==> src/rtl/nrd.sv <==
// Sequential unsigned non-restoring divider: one quotient bit per clock,
// start/busy/done handshake, remainder correction in a final FIX cycle.
module nrd #(
    parameter int WIDTH = 16
) (
    input  logic             clk,
    input  logic             rst_n,
    input  logic             start,
    input  logic [WIDTH-1:0] dividend,
    input  logic [WIDTH-1:0] divisor,
    output logic             busy,
    output logic             done,
    output logic             div_by_zero,
    output logic [WIDTH-1:0] q,
    output logic [WIDTH-1:0] r
);

    localparam int CW = $clog2(WIDTH) + 1;

    typedef enum logic [1:0] {IDLE, ITER, FIX} state_t;

    state_t           state, state_nxt;
    logic [WIDTH:0]   a;       // signed partial remainder, one bit wider than M
    logic [WIDTH:0]   a_sh;
    logic [WIDTH:0]   a_step;
    logic [WIDTH-1:0] qw;
    logic [WIDTH-1:0] m;
    logic [CW-1:0]    cnt;
    logic             last;

    assign last   = (cnt == CW'(WIDTH - 1));
    assign busy   = (state != IDLE);
    assign a_sh   = {a[WIDTH-1:0], qw[WIDTH-1]};
    assign a_step = a[WIDTH] ? (a_sh + {1'b0, m}) : (a_sh - {1'b0, m});

    always_ff @(posedge clk or negedge rst_n) begin
        if (!rst_n) state <= IDLE;
        else        state <= state_nxt;
    end

    always_comb begin
        state_nxt = state;
        case (state)
            IDLE:    if (start) state_nxt = ITER;
            ITER:    if (last)  state_nxt = FIX;
            FIX:     state_nxt = IDLE;
            default: state_nxt = IDLE;
        endcase
    end

    always_ff @(posedge clk or negedge rst_n) begin
        if (!rst_n) begin
            a           <= '0;
            qw          <= '0;
            m           <= '0;
            cnt         <= '0;
            q           <= '0;
            r           <= '0;
            div_by_zero <= 1'b0;
            done        <= 1'b0;
        end else begin
            done <= 1'b0;
            case (state)
                IDLE: if (start) begin
                    m   <= divisor;
                    qw  <= dividend;
                    a   <= '0;
                    cnt <= '0;
                end
                ITER: begin
                    a   <= a_step;
                    qw  <= {qw[WIDTH-2:0], ~a_step[WIDTH]};
                    cnt <= cnt + CW'(1);
                end
                FIX: begin
                    // Correction only matters modulo 2^WIDTH, so add on the low bits.
                    r           <= a[WIDTH] ? (a[WIDTH-1:0] + m) : a[WIDTH-1:0];
                    q           <= qw;
                    div_by_zero <= (m == '0);
                    done        <= 1'b1;
                end
                default: ;
            endcase
        end
    end

endmodule

==> config.mk <==
export PLATFORM = sky130hd
export DESIGN_NAME = nrd
export DESIGN_NICKNAME = d
export VERILOG_FILES = /design/src/rtl/nrd.sv
export SDC_FILE = /design/constraint.sdc
export NUM_CORES = 1
export LEC_CHECK = 0
export ABC_AREA = 1
export ABC_CLOCK_PERIOD_IN_PS = 5300
export CORE_UTILIZATION = 40
export CTS_BUF_LIST = sky130_fd_sc_hd__clkbuf_8 sky130_fd_sc_hd__clkbuf_16
export DETAILED_ROUTE_END_ITERATION = 12
export SYNTH_ARGS = -nofsm -noshare
export SYNTH_HDL_FRONTEND = slang
export SYNTH_SLANG_ARGS = --single-unit
==> constraint.sdc <==
create_clock -name clk -period 5.3 [get_ports clk]
set_input_delay 0.795 -clock clk [delete_from_list [all_inputs] [get_ports clk]]
set_output_delay 0.795 -clock clk [all_outputs]
set_load 0.05 [all_outputs]
==> results.ini <==
[routing]
drt-initial-drc-count = 300
drc_errors = 0
via_per_inst = 5.10
dr.pass1.iters = 5
wirelength_um = 15100
wl_per_cell_um = 14.9
dr_total_vias = 5145
antenna_left = 0

[timing]
final_hold_viol_count = 0
slew-limit-headroom_pct = 34.7
rsz0062_at_grt = no
hold_ws_ns = 0.478
setup_viol = 0
fin_setup_tns_ns = 0
finalCriticalPeriod_ns = 2.97
final_min_period_over_clock_period_pct = 56.0
finClkSkew_ns = 0.0102
worstMarginPinSlew_ns = 0.979
maxSlewViolCount = 0
max_freq_ghz = 0.337

[place]
port-buffer-count = 69
routabilityCongestion = 0.864
place_area_sq_um = 6550
dp_hpwl_um = 11100

[clock_network]
cts_htree_levels = 3
clock-root-buffer = clkbuf_16
cts_made_buffers = 9
cts.sinks = 90
cts_hold_buf = 0
clock_latency_ns = 0.36
cts_buffer_depth = 2
cts_resized = 0
postCtsSetupBuffers = 0
tritoncts = done
path_clk_slew_ns = 0.07

[logic_synthesis]
synth_fp_nets = 836
yosys_warnings = 0
synth.area.top_cells = dfrtp_1 39%, nand2_1 14%, ha_1 7.4%
synth.avg_cell_area_sq_um = 7.54
synth_top_area_share_pct = 39.0
ys_seq_area_share_pct = 39.0
synth_seq_cells = 90
synth_area_sq_um = 5770
synth_most_common_cell = nand2_1
ys_types = 38
synthCells = 765
yosysTopAreaCell = dfrtp_1
synthArstFlopShare_pct = 100
synth-edff-count = 0
ys.flop_type = dfrtp_1
synth_commonest_cells = 216 x nand2_1, 94 x inv_1, 90 x dfrtp_1

[floorplanning]
start_util_pct = 41.2
rows = 43
top_level_ports = 70
coreArea_sq_um = 14000
dieArea_sq_um = 14900
die_y_um = 122
die_w_um = 122

[global_route]
antenna_found_initial = 0
grt_first_pass_wirelength_um = 25100
grt_start_max_net_pins = 59
grt_overflow = 0
globalRouteTotalUtil_pct = 21.8
grt_pass1_vias = 5075

[worst_setup_path]
cp-end-kind = flop
path_class = reg -> reg
cp.arrival_ns = 3.16
crit_fanout = 29
worst-endpoint-required_ns = 5.50
critPathLaunchType = flop

[finish]
syn_to_final_growth_pct = 18.4
fin_area_sq_um = 6830
nets = 895
n_antenna_cell = 0
drive_above_1_share_pct = 6.15

[status]
outcome = complete, no violations

[job]
cap_viol_max_count = 0

[hold_path]
worstHoldPathType = reg -> reg

layout by cell type (no fill, tap or decap):
cell type	n
nand2_2	3
buf_4	3
a21oi_2	2
nand4_1	5
inv_6	3
a21oi_1	54
nand2_1	216
o21ai_0	34
nand2b_1	1
inv_1	94
inv_2	4
nor2_1	68
or2_4	1
clkdlybuf4s50_1	68
a31oi_1	1
a21o_1	1
nand3_1	49
nand2_4	1
nor2_4	5
inv_8	2
o31ai_1	1
dfrtp_1	90
xnor2_1	4
o22ai_1	6
nor3_1	4
nand3b_1	4
xor2_1	19
clkinv_2	2
inv_4	1
and2_1	1
clkbuf_16	9
mux2_2	7
fa_1	2
nor2_2	1
o21ai_2	7
ha_1	34
a22o_1	1
o21ai_1	8
o221ai_1	13
sequential cells by signal, indices dropped and copies added, names as in the netlist:
name	cells
a	17
cnt	5
div_by_zero	1
done	1
m	16
q	16
qw	16
r	16
state	2
cells by family after synthesis:
logic type      count (synthesis)  share of synthesized area [%]
xor+xnor                       23                           3.49
compound gates                128                           12.8
flops                          90                           39.0
simple gates                  359                           26.1
buf+inv                       122                           9.09
mux                             7                           1.37
fa+ha+maj                      36                           8.07
layer usage:
layer | share of wire [%] | track usage [%] | routed length (um) | up-vias
met5 | 0 | 0 | 0 | -
met4 | 1.4 | 7.24 | 204 | 0
met3 | 3.5 | 2.90 | 525 | 13
met2 | 46 | 36.1 | 6990 | 98
met1 | 49 | 29.4 | 7340 | 2442
li1 | - | - | - | 2592
per-stage QoR:
| stage | setup WS (ns) | std cells | utilization [%] |
|---|---|---|---|
| global placement | 2.28 | 993 | 46.8 |
| floorplan | 2.94 | 765 | - |
| detailed placement | 2.21 | 993 | 46.8 |
| global route | 1.99 | 1009 | 48.8 |
| finish | 2.33 | 1009 | 48.8 |
| CTS | 2.36 | 1009 | 48.8 |
final cells by class:
class | count | area [sq um]
Clock buffer | 9 | 225
Clock inverter | 7 | 58.8
Fill cell | 1426 | 7160
Inverter | 99 | 374
Multi-Input combinational cell | 553 | 2990
Sequential cell | 90 | 2250
Tap cell | 180 | 225
Timing Repair Buffer | 71 | 703
path summary, 6_finish.rpt:
kind	from	to	slack (ns)	cells past startpoint
setup / recovery	a[16]$_DFFE_PN0P_	a[16]$_DFFE_PN0P_	2.33	13
hold / removal	q[0]$_DFFE_PN0P_	q[0]$_DFFE_PN0P_	0.48	2
setup reg to reg	a[16]$_DFFE_PN0P_	a[16]$_DFFE_PN0P_	2.33	13
hold reg to reg	q[0]$_DFFE_PN0P_	q[0]$_DFFE_PN0P_	0.48	2
max in group asynchronous	rst_n	a[4]$_DFFE_PN0P_	3.84	2
min in group asynchronous	rst_n	done$_DFF_PN0_	0.51	1
critical path, cell delays in order, from the launching register on:
cell	delay, ns
dfrtp_1	0.38
inv_1	0.71
o21ai_0	0.21
nand2_1	0.13
xor2_1	0.17
ha_1	0.31
nand2_1	0.14
inv_1	0.05
a21oi_1	0.13
nand2_1	0.15
a21oi_1	0.16
nand2_1	0.06
nand3_1	0.11
o21ai_0	0.10
Power is left out: the tool's default activity adds up to more than one toggle a clock period on the data nets, which glitch-free logic cannot reach.
